**src/rtl/decode_pipeline_unit.sv**
```systemverilog
// Decode-stage register: load-use hazard bubble, taken-branch squash.
// Optional perf counters enabled by defining DECODE_PERF_CNT_EN.
module decode_pipeline_unit #(
  parameter int FLUSH_CYCLES = 2,
  parameter int PERF_W       = 16
) (
  input  logic        clk,
  input  logic        rst,
  input  logic [31:0] instr_in,
  input  logic        branch_taken,
  input  logic [31:0] ex_instr,
  input  logic        ex_stall,
  output logic [31:0] instr_out,
  output logic        branch_out,
  output logic        stall_fetch
`ifdef DECODE_PERF_CNT_EN
  ,
  output logic [PERF_W-1:0] perf_stall,
  output logic [PERF_W-1:0] perf_squash
`endif
);

  localparam int CW = $clog2(FLUSH_CYCLES + 1);
  localparam logic [31:0] NOP = 32'hE320F000;
  localparam logic [31:0] LDR_MASK = 32'h0C10_0000;
  localparam logic [31:0] LDR_VAL  = 32'h0410_0000;

  typedef enum logic {
    RUN,
    FLUSH
  } state_e;

  state_e      state;
  logic [31:0] dec_q;
  logic [31:0] dec_d;
  logic [CW-1:0] cnt_q;
  logic [CW-1:0] cnt_d;

  logic        ex_ldr;
  logic [3:0]  load_rd;
  logic [1:0]  cls;
  logic        use_rn;
  logic        use_rm;
  logic        use_rs;
  logic        hit;
  logic        dec_nop;
  logic        hazard;

  assign state = (cnt_q == '0) ? RUN : FLUSH;

  // Load in execute: class 01 with L bit set
  assign ex_ldr  = (ex_instr & LDR_MASK) == LDR_VAL;
  assign load_rd = ex_instr[15:12];

  assign cls     = dec_q[27:26];
  assign dec_nop = dec_q == NOP;

  always_comb begin
    use_rn = 1'b0;
    use_rm = 1'b0;
    use_rs = 1'b0;
    unique case (cls)
      2'b00: begin
        use_rn = 1'b1;
        use_rm = ~dec_q[25];
        use_rs = ~dec_q[25] & dec_q[4];
      end
      2'b01: begin
        use_rn = 1'b1;
        use_rm = dec_q[25];
      end
      default: begin
      end
    endcase
  end

  assign hit = (use_rn && dec_q[19:16] == load_rd)
            || (use_rm && dec_q[3:0]   == load_rd)
            || (use_rs && dec_q[11:8]  == load_rd);

  assign hazard = ex_ldr & ~dec_nop & hit;

  assign instr_out   = hazard ? NOP : dec_q;
  assign branch_out  = instr_out[27:25] == 3'b101;
  assign stall_fetch = ~branch_taken & (ex_stall | hazard);

  // Cases overlap; earlier items take precedence
  always_comb begin
    dec_d = dec_q;
    cnt_d = cnt_q;
    priority case (1'b1)
      branch_taken: begin
        dec_d = NOP;
        cnt_d = CW'(FLUSH_CYCLES);
      end
      ex_stall: begin
      end
      hazard: begin
      end
      (state == FLUSH): begin
        dec_d = NOP;
        cnt_d = cnt_q - 1'b1;
      end
      default: dec_d = instr_in;
    endcase
  end

  always_ff @(posedge clk) begin
    if (rst) begin
      dec_q <= NOP;
      cnt_q <= '0;
    end else begin
      dec_q <= dec_d;
      cnt_q <= cnt_d;
    end
  end

`ifdef DECODE_PERF_CNT_EN
  logic stall_inc;
  logic squash_inc;

  assign stall_inc = hazard & ~ex_stall & ~branch_taken;
  assign squash_inc = branch_taken ? ~dec_nop
                    : (~ex_stall & ~hazard & (state == FLUSH));

  always_ff @(posedge clk) begin
    if (rst) begin
      perf_stall  <= '0;
      perf_squash <= '0;
    end else begin
      if (stall_inc && !(&perf_stall))
        perf_stall <= perf_stall + 1'b1;
      if (squash_inc && !(&perf_squash))
        perf_squash <= perf_squash + 1'b1;
    end
  end
`endif

endmodule

```
**config.mk**
```make
export PLATFORM = sky130hd
export DESIGN_NAME = decode_pipeline_unit
export DESIGN_NICKNAME = d
export VERILOG_FILES = /design/src/rtl/decode_pipeline_unit.sv
export SDC_FILE = /design/constraint.sdc
export NUM_CORES = 1
export LEC_CHECK = 0
export BUFFER_PORTS_ARGS = -buffer_cell sky130_fd_sc_hd__buf_4
export CORE_UTILIZATION = 42
export CTS_BUF_LIST = sky130_fd_sc_hd__clkbuf_8
export DETAILED_ROUTE_END_ITERATION = 6
export HOLD_SLACK_MARGIN = 0.05
export PLACE_DENSITY = 0.79
export SLEW_MARGIN = 10
export SYNTH_ARGS = -nofsm -noshare
export SYNTH_HDL_FRONTEND = slang
export SYNTH_SLANG_ARGS = --single-unit
```
**constraint.sdc**
```tcl
create_clock -name clk -period 1.65 [get_ports clk]
set_input_delay 0 -clock clk [delete_from_list [all_inputs] [get_ports clk]]
set_output_delay 0 -clock clk [all_outputs]
set_load 0.02 [all_outputs]
```
== After elaboration in Yosys (flattened, before gate mapping) ==
Cells that the tools add are included.

* Bits in registers: 34
* Bits of input ports: 68
* Output and inout port bits: 34
* Logic and storage cells: 46

* Add/subtract/negate cells: 1
* Equality and inequality tests: 10
* Multiplexer cells: 9
* Bitwise logic cells: 11
* Reductions and logical operators: 12

{| class="wikitable"
|+ Operators with widths
! cell !! count
|-
| $mux W32 || 2
|-
| $eq A32 B32 Y1 const B || 1
|-
| $eq A4 B4 Y1 || 3
|-
| $mux W2 || 4
|-
| $ne A2 B2 Y1 const B || 3
|-
| $not A1 Y1 || 6
|-
| $reduce_and A3 Y1 || 2
|-
| $and A1 B1 Y1 || 4
|-
| $logic_not A2 Y1 || 2
|-
| $reduce_or A2 Y1 || 2
|-
| $eq A3 B2 Y1 const B || 1
|-
| $eq A3 B3 Y1 const B || 1
|-
| $logic_and A1 B1 Y1 || 3
|-
| $eq A2 B1 Y1 const B || 1
|-
| $logic_or A1 B1 Y1 || 2
|-
| $mux W1 || 2
|-
| $pmux W1 S2 || 1
|-
| $reduce_and A2 Y1 || 1
|-
| $sub A2 B1 Y2 const B || 1
|-
| $or A1 B1 Y1 || 1
|}

== Depth between registers and ports, before layout ==
Gate-level depths: netlist of the first run.

* Word-level depth: 10
* Depth in mapped cells: 7
* Gate-level depth less buffers: 5

== Worst setup path before layout of the first run ==
Ideal clock, no wire load.

* Kind: register to register
* Start point: reg dec_q[25]
* End point: reg dec_q[0]
* Setup time: 0.072 ns
* Arrival: 1.480 ns
* Slack: 0.099 ns
* Stages on the path, launching flop included: 7
* Buffers on the path: 2
* Period minus slack after synthesis: 1.551 ns
* Cells stage by stage: dfxtp_1 -> nor4b_1 -> a31oi_1 -> a22oi_1 -> buf_6 -> buf_8 -> mux2i_1

* Word-level cells in the longest chain between the ends: 8

{| class="wikitable"
|+ RTL lines
! element !! RTL line !! text
|-
| start: declaration || 34 || <nowiki>logic [31:0] dec_q;</nowiki>
|-
| start signal: assignment || 110 || <nowiki>dec_q <= NOP;</nowiki>
|-
| start signal: assignment || 113 || <nowiki>dec_q <= dec_d;</nowiki>
|-
| parallel branches: the longest is 5 deep, another holds $eq A32 B32 Y1 || n/a ||
|-
| $and A1 B1 Y1 (*) || 81 || <nowiki>assign hazard = ex_ldr & ~dec_nop & hit;</nowiki>
|-
| $not A1 Y1 (no line) (*) || n/a ||
|-
| $reduce_and A2 Y1 (no line) (*) || n/a ||
|}

Mark *: on every way between the ends.
A chain may end at the register's enable or synchronous reset.

== Final worst setup path of the first run ==
* Start point: reg dec_q[16]
* End point: out instr_out[20]

* Word-level cells in the longest chain between the ends: 6

{| class="wikitable"
|+ RTL lines
! element !! RTL line !! text
|-
| parallel branches: the longest is 4 deep, another holds $eq A32 B32 Y1 || n/a ||
|-
| $and A1 B1 Y1 (*) || 81 ||
|-
| $mux W32 (*) || 83 || <nowiki>assign instr_out = hazard ? NOP : dec_q;</nowiki>
|-
| end: declaration || 13 || <nowiki>output logic [31:0] instr_out,</nowiki>
|}

Marked as above.

==> qor.csv, run 1 <==
metric;value;unit
status;complete, but fails checks;
failing checks;negative setup slack;
GR Util All Layers;29.9;%
Max Buffers Root-to-Sink;2;
arrival time worst endpoint;2090;ps
final cycle utilization of the critical path;126;%
H-tree depth;2;
NumNets Final;437;
area delta synth->final;94.5;%
final core utilization;84.9;%
data required time of the worst path;1650;ps
share of layout cells above drive strength 1;49.5;%
min-delay worst type;input pin to register;
Setup Total Neg Slack;-21660;ps
vias in the first global route;2286;
Initial Utilization;43.6;%
Iter 0 DRT Violations;158;
post-route cell area;3670;sq um
Core ar.;4320;sq um
VDD IR max;0.467;mV
most numerous cell in the Yosys netlist;nand2_1;
Final setup viols;66;
RSZ-0062 raised after global routing;true;
CTS tree;done;
Via density;5.45;
Syn Nets;292;
Most used DFF post-synth;dfxtp_1;
drc violations;0;
Crit. End Element;primary output;
wire length per cell;19.7;microns
DRT antenna net count;0;
DP Area;2680;sq um
final worst slack;-435;ps
Hold Violations, Final;0;
Die W;69.0;microns
PwrDens;639;nW/um^2
port bufs;76;
CTS buffer count;5;
fmax;0.480;GHz
number of max-cap violations;0;
CP Class;register to primary output;
Gate Count Post-Synth;224;
Slew Viols, Final;0;
clk sinks;34;
Worst slew margin;75.7;%
largest net degree at the start of global routing;25;
leading area contributor after synthesis;dfxtp_1;
# placed instances;368;
syn avg cell area;8.42;sq um
final wirelength;8300;microns
Worst-Skew Late Latency;280;ps
top cells by area, synth;dfxtp_1, mux2i_1, nand2_1;
EDFF count, synth;0;
sequential share of the synthesized area;36.1;%
CP Launch Type;register;
post-synth top area share;36.1;%
Slew @ Worst Pin;365;ps
# IOs;102;
Fin Hold WS;403;ps
P_leak;1.62;nW
Non-Filler Instances;422;
DR pass1 iterations;4;
initial antenna violation count;0;
Commonest cells post-synth;nand2_1, dfxtp_1, mux2i_1;
global-route wire length before repair;11200;microns
synth unique cells;32;
Vias;2298;
Synth async-reset ratio;0;%
die height;69.0;microns
grt ovf;0;
Final Wtd Congestion;0.784;
root buffer cell;clkbuf_8;
crit path time final;2090;ps
CP Max Fanout;8;
dpl hpwl;3840;microns
Post-Syn Area;1890;sq um
Yosys warning count;0;
Setup Skew;4.72;ps
Rows;24;
Worst-path clk slew;70;ps
antenna cells;0;
flop and latch count out of synthesis;34;
Die ar.;4760;sq um
-- report_power, final --
part	leakage, nW	switching (mW)	internal (mW)	total, mW
registers	0.281	0.0455	0.860	0.905
clock network	0.0575	0.301	0.422	0.722
logic	1.28	0.309	0.409	0.718
total	1.62	0.655	1.69	2.35
-- logic make-up (layout without fill, tap and decap cells) --
group           after synthesis  in the layout  synth area share [%]
compound gates                6              6                  2.19
xor+xnor                     13             13                  6.03
buf+inv                      15            161                  5.64
flops                        34             34                  36.1
mux                          33             33                  17.5
simple gates                123            123                  32.6
-- worst paths after layout --
| kind | startpoint | to | slack [ps] | cells after the start |
|---|---|---|---|---|
| worst min-delay path | ex_stall | dec_q[20] | 400 | 5 |
| worst max-delay path | dec_q[16] | instr_out[20] | -440 | 8 |
| worst min register to register | dec_q[19] | dec_q[19] | 520 | 2 |
| worst max register to register | dec_q[18] | dec_q[3] | -370 | 8 |
-- worst max-delay path: stages (launching register included) --
cell	delay, ps
dfxtp_2	350
nor4_2	360
nand4_1	160
o21ai_2	260
a21oi_4	70
buf_6	150
buf_12	150
nor2b_1	150
buf_4	160
-- timing repair --
action                                 4_1_cts  5_1_grt
cloned                                       3        2
resized for setup                           50       54
endpoints found under the hold margin       33        0
setup buffers                                6        4
setup endpoints to repair                   66       66
hold buffers                                34        0
pin swaps                                    7       10
-- routing by layer --
metal / vias up / part of all wire, % / GRT usage, %
met5: - / 0 / 0
met4: 0 / 5.3 / 13.2
met3: 46 / 7.2 / 6.73
met2: 136 / 52 / 53.1
met1: 1088 / 36 / 33.9
li1: 1028 / - / -
-- metrics by stage --
step                      power, mW  setup slack, ps
after floorplan                1.16             98.8
after global placement         1.37            -91.1
after detailed placement       1.38             -120
after CTS                      2.24             -276
after global routing           2.42             -534
final                          2.35             -435
-- cells in the final DEF (no fill, tap or decap), types with 2 or more instances in the layout --
| cell | instances |
|---|---|
| buf_4 | 82 |
| nand2_1 | 46 |
| dlygate4sd3_1 | 34 |
| mux2i_1 | 30 |
| buf_6 | 28 |
| nor2_1 | 24 |
| dfxtp_1 | 24 |
| nor2b_4 | 11 |
| dfxtp_2 | 10 |
| or2_4 | 8 |
| clkbuf_8 | 8 |
| xor2_1 | 7 |
| nor2b_1 | 6 |
| nor2b_2 | 5 |
| nor3_2 | 4 |
| nor4b_2 | 4 |
| xnor2_1 | 3 |
| nand4_1 | 3 |
| or2_2 | 3 |
| mux2i_2 | 3 |
| buf_12 | 3 |
| xnor2_2 | 2 |
| buf_16 | 2 |
| clkbuf_16 | 2 |
-- sequential cells by signal, summed over array words and instances, names as in the netlist --
name,count
cnt_q,2
dec_q,32
-- area by class of cell --
| type | count | area [sq um] |
|---|---|---|
| Clock buffer | 8 | 110 |
| Sequential cell | 34 | 693 |
| Fill cell | 217 | 654 |
| Tap cell | 52 | 65.1 |
| Multi-Input combinational cell | 175 | 1350 |
| Timing Repair Buffer | 152 | 1450 |
| Inverter | 1 | 3.75 |
(Power assumes the default switching activity.)
==> run 2: changes to the inputs <==
--- a/config.mk
+++ b/config.mk
@@ -11,6 +11,7 @@
 export DETAILED_ROUTE_END_ITERATION = 6
 export HOLD_SLACK_MARGIN = 0.05
 export PLACE_DENSITY = 0.79
+export SKIP_LAST_GASP = 1
 export SLEW_MARGIN = 10
 export SYNTH_ARGS = -nofsm -noshare
 export SYNTH_HDL_FRONTEND = slang
==> run 2 against run 1 <==
The run still ends with negative setup slack left. Wire length down 21%. Clock skew about the same. Worst setup slack better by 72 ps. Via count down 6.8%. Largest power group unchanged. Highest routed layer unchanged.
==> qor.csv, run 2 (synthesis results as in run 1) <==
metric;value;unit;change
status;complete, but fails checks;;
failing checks;negative setup slack;;
post-route cell area;3420;sq um;-6.9%
Final setup viols;66;;unchanged
Die ar.;4760;sq um;unchanged
Worst slew margin;78.1;%;+2.4 points
H-tree depth;2;;unchanged
Worst-Skew Late Latency;280;ps;about the same
dpl hpwl;3840;microns;unchanged
CP Max Fanout;9;;+1
PwrDens;661;nW/um^2;+3.4%
CTS tree;done;;
Slew Viols, Final;0;;unchanged
port bufs;76;;unchanged
DP Area;2680;sq um;unchanged
die height;69.0;microns;unchanged
Met2 Wirelength;3360;microns;-22%
area of the multi-input gates;1200;sq um;-11%
pre-CTS setup slack;-120;ps;unchanged
final cycle utilization of the critical path;122;%;-4.4 points
root buffer cell;clkbuf_8;;
vias in the first global route;2238;;-2.1%
area delta synth->final;81.1;%;
Rows;24;;unchanged
most flop-heavy register;dec_q;;
data required time of the worst path;1650;ps;about the same
final wirelength;6570;microns;-21%
CTS buffer count;5;;unchanged
Core ar.;4320;sq um;unchanged
largest net degree at the start of global routing;25;;unchanged
Initial Utilization;43.6;%;unchanged
Setup Total Neg Slack;-17070;ps;+4590 ps
fmax;0.497;GHz;+3.6%
min-delay worst type;input pin to register;;
Vias;2142;;-6.8%
CP Class;register to primary output;;
GR Util All Layers;28.6;%;-1.2 points
arrival time worst endpoint;2010;ps;-80 ps
share of layout cells above drive strength 1;43.6;%;-5.8 points
Via density;5.08;;-6.8%
initial antenna violation count;1;;+1
commonest cells after routing, fill and taps aside;buf_4, nand2_1, dlygate4sd3_1;;
Max Buffers Root-to-Sink;2;;unchanged
DR pass1 iterations;4;;unchanged
Crit. End Element;primary output;;
final worst slack;-363;ps;+71.8 ps
Worst-path clk slew;70;ps;about the same
Slew @ Worst Pin;329;ps;-35.7 ps
DRT antenna net count;0;;unchanged
Setup Skew;4.53;ps;-0.196 ps
global-route wire length before repair;10800;microns;-2.9%
wire length per cell;15.6;microns;-21%
Seq. cell area;687;sq um;-0.90%
max reg flops;32;;unchanged
Final Wtd Congestion;0.784;;unchanged
commonest non-fill, non-tap cell in the layout;buf_4;;
# IOs;102;;unchanged
Met3 Wirelength;324;microns;-46%
max layer used;met4;;
NumNets Final;436;;-0.23%
Die W;69.0;microns;unchanged
number of max-cap violations;0;;unchanged
P_leak;1.54;nW;-4.5%
fillcell total;251;;+16%
RSZ-0062 raised after global routing;true;;
Iter 0 DRT Violations;149;;-5.7%
largest registers;dec_q: 32 flops, cnt_q: 2 flops;;
grt ovf;0;;unchanged
CP Launch Type;register;;
wl on met1;2770;microns;-6.7%
VDD IR max;0.432;mV;-7.5%
clk sinks;34;;unchanged
crit path time final;2010;ps;-71.8 ps
Hold Violations, Final;0;;unchanged
drc violations;0;;unchanged
## run 2: path summary, 6_finish.rpt
check,start,to,slack (ps),cells after the start
setup / recovery,dec_q[4],instr_out[31],-360,7
hold / removal,ex_stall,dec_q[2],450,6
setup reg to reg,dec_q[4],cnt_q[1],-320,8
hold reg to reg,dec_q[23],dec_q[23],480,2
## run 2: repair_timing
| item | in CTS | in global routing |
|---|---|---|
| cloned | 3 | 0 |
| resized for setup | 36 | 8 |
| setup endpoints to repair | 66 | 66 |
| hold buffers | 34 | 0 |
| setup buffers | 6 | 2 |
| pin swaps | 7 | 1 |
| endpoints found under the hold margin | 33 | 0 |
## run 2: report_power, final
group / switching [mW] / total (mW) / internal, mW
Sequential: 0.0390 / 0.898 / 0.859
Combinational: 0.271 / 0.643 / 0.372
Clock: 0.295 / 0.717 / 0.421
Total: 0.605 / 2.26 / 1.65
## run 2: per-stage QoR
step | total power [mW] | cells | utilization, % | hold WS (ps)
6_report | 2.26 | 422 | 79.0 | 450
3_5_place_dp | 1.38 | 368 | 62.1 | 257
3_3_place_gp | 1.37 | 368 | 62.1 | 249
5_1_grt | 2.35 | 422 | 79.0 | 453
4_1_cts | 2.23 | 419 | 78.0 | 438
2_1_floorplan | 1.16 | 224 | - | 78.1
## run 2: area by class of cell
class,instances,share of cell area (%)
Multi-Input combinational cell,175,35.0
Tap cell,52,1.90
Sequential cell,34,20.1
Inverter,1,0.110
Antenna cell,1,0.0732
Timing Repair Buffer,151,39.6
Clock buffer,8,3.22
## run 2: layer usage
layer,up-vias,global-route usage (%)
met5,-,0
met3,15,6.87
met4,0,9.75
met2,79,49.3
met1,1014,34.7
li1,1034,-
## run 2: critical path, stage by stage, from the launching register on
cell,delay (ps)
dfxtp_2,350
nor4_4,310
nand4_1,170
o21ai_2,230
a21oi_2,80
buf_6,150
or2_2,280
buf_4,160
==> run 3: changes to the inputs <==
==> constraint.sdc (replaced) <==
create_clock -name clk -period 1.7 [get_ports clk]
set_input_delay 0 -clock clk [delete_from_list [all_inputs] [get_ports clk]]
set_output_delay 0 -clock clk [all_outputs]
set_load 0.02 [all_outputs]
==> run 3 against run 2 <==
The flow still finishes with violations (negative setup slack). Clock-buffer cell count shrank 3. First-iteration DRC count grew 4.7%. Highest routed layer unchanged. Clock power is 24% lower. Die area unchanged. Worst hold slack gained 3.1 ps. Utilization up 0.98 points. Global-route usage rose by 0.15 points. Combinational power is 2% higher. Largest power group unchanged.
==> qor.csv, run 3 (synthesis results as in run 1) <==
metric;value;unit;change
failing checks;negative setup slack;;
antenna cells;0;;-1
global-route wire length before repair;10800;microns;-0.44%
Vias;2194;;+2.4%
Rows;24;;unchanged
drc violations;0;;unchanged
R2R depth;8;;unchanged
pre-CTS setup slack;-103;ps;+17.7 ps
initial antenna violation count;0;;-1
PwrDens;599;nW/um^2;-9.3%
Worst slew margin;75.1;%;-3.0 points
status;complete, but fails checks;;
fillcell total;255;;+1.6%
final worst slack;-416;ps;-52.7 ps
DRT antenna net count;0;;unchanged
RSZ-0062 raised after global routing;true;;
NumNets Final;427;;-2.1%
Final setup viols;66;;unchanged
CTS buffer count;5;;unchanged
Hold Path Sink;dec_q[26];;
Via density;5.34;;+5.2%
GR Util All Layers;28.8;%;+0.15 points
fmax;0.473;GHz;
port bufs;76;;unchanged
largest registers;dec_q: 32 flops, cnt_q: 2 flops;;
Core ar.;4320;sq um;unchanged
CP Launch Type;register;;
most flop-heavy register;dec_q;;
crit path time final;2120;ps;
Setup Skew;5.59;ps;+1.06 ps
Die ar.;4760;sq um;unchanged
largest net degree at the start of global routing;25;;unchanged
r2r setup slk;-380;ps;-60 ps
Slew Viols, Final;0;;unchanged
final cycle utilization of the critical path;124;%;
area delta synth->final;83.4;%;
Iter 0 DRT Violations;156;;+4.7%
die height;69.0;microns;unchanged
CP Class;register to primary output;;
vias in the first global route;2224;;-0.63%
final wirelength;7150;microns;+8.8%
Crit. End Element;primary output;;
Initial Utilization;43.6;%;unchanged
Max Buffers Root-to-Sink;2;;unchanged
final core utilization;80.0;%;+0.98 points
P_leak;1.54;nW;-0.42%
# IOs;102;;unchanged
grt ovf;0;;unchanged
max reg flops;32;;unchanged
reg-to-reg critical path endpoint;dec_q[5];;
min-delay worst type;input pin to register;;
data required time of the worst path;1700;ps;+50 ps
DR pass1 iterations;4;;unchanged
Final Wtd Congestion;0.791;;+0.89%
number of max-cap violations;0;;unchanged
commonest non-fill, non-tap cell in the layout;buf_4;;
overall power;2.07;mW;-8.1%
hold_sp;ex_stall;;
# placed instances;359;;-2.4%
CP Max Fanout;8;;-1
VDD IR max;0.387;mV;-11%
Worst-path clk slew;60;ps;about the same
R2R Path Start;dec_q[2];;
cell depth of the worst hold path;6;;unchanged
Hold Violations, Final;0;;unchanged
CTS tree;done;;
Worst-Skew Late Latency;290;ps;about the same
commonest cells after routing, fill and taps aside;buf_4, nand2_1, dlygate4sd3_1;;
Slew @ Worst Pin;374;ps;+44.7 ps
share of layout cells above drive strength 1;43.2;%;-0.46 points
dpl hpwl;3630;microns;-5.4%
Non-Filler Instances;411;;-2.6%
arrival time worst endpoint;2120;ps;+110 ps
clk sinks;34;;unchanged
root buffer cell;clkbuf_8;;
H-tree depth;2;;unchanged
Die W;69.0;microns;unchanged
Setup Total Neg Slack;-19780;ps;-2710 ps
wire length per cell;17.4;microns;+12%
==> run 3: changes by cell type in the layout (fill, tap and decap cells not counted), sizes merged <==
| cell | before | now |
|---|---|---|
| buf | 117 | 105 |
| bufbuf | 0 | 2 |
| clkbuf | 8 | 6 |
| diode | 1 | 0 |
| inv | 1 | 3 |
==> run 3: layout make-up <==
class                      instances  area, sq um  share of cell area, %
multi-input combinational        175         1260                   36.5
clock inverter                     2         7.51                  0.217
inverter                           1         3.75                  0.108
sequential                        34          688                   19.9
clock buffer                       5         68.8                   1.99
timing repair buffer             142         1370                   39.5
tap                               52         65.1                   1.88
==> run 3: worst max-delay path by stage <==
| stage | startpoint | to | cells past startpoint |
|---|---|---|---|
| after floorplan | dec_q[25] | dec_q[0] | 6 |
| after global placement | dec_q[6] | instr_out[25] | 7 |
| after detailed placement | dec_q[1] | instr_out[30] | 7 |
| after CTS | dec_q[8] | instr_out[23] | 7 |
| after global routing | dec_q[8] | instr_out[22] | 8 |
| final | dec_q[8] | instr_out[22] | 8 |
==> run 3: per-stage QoR <==
stage          hold WS (ps)  cell area [sq um]
2_1_floorplan          78.1               1890
3_3_place_gp            250               2620
3_5_place_dp            258               2620
4_1_cts                 411               3400
5_1_grt                 467               3460
6_report                453               3460
==> run 3: metal layers <==
layer	part of all wire (%)	wire length (microns)	vias up	track usage (%)
met1	39	2790	1041	34.3
li1	-	-	1011	-
met5	0	0	-	0
met4	3.8	270	0	14.3
met2	50	3590	114	48.0
met3	7.0	504	28	7.16
==> run 3: repair_timing <==
item	in CTS	in global routing
cloned	5	0
hold buffers	34	0
endpoints found under the hold margin	33	0
pin swaps	8	1
setup endpoints to repair	49	66
resized for setup	40	17
setup buffers	5	1
==> run 3: report_power, final <==
group,leakage [nW],switching [mW],internal [mW]
combinational,1.21,0.274,0.379
sequential,0.279,0.0434,0.834
clock,0.0466,0.273,0.269
==> run 3: worst max-delay path, stage by stage (launching register included) <==
cell and delay (ps):
dfxtp_2 360, xor2_1 180, nor3_2 330, nand3_1 200, a21oi_4 260, buf_4 160
buf_6 120, nor2b_1 60, buf_4 160
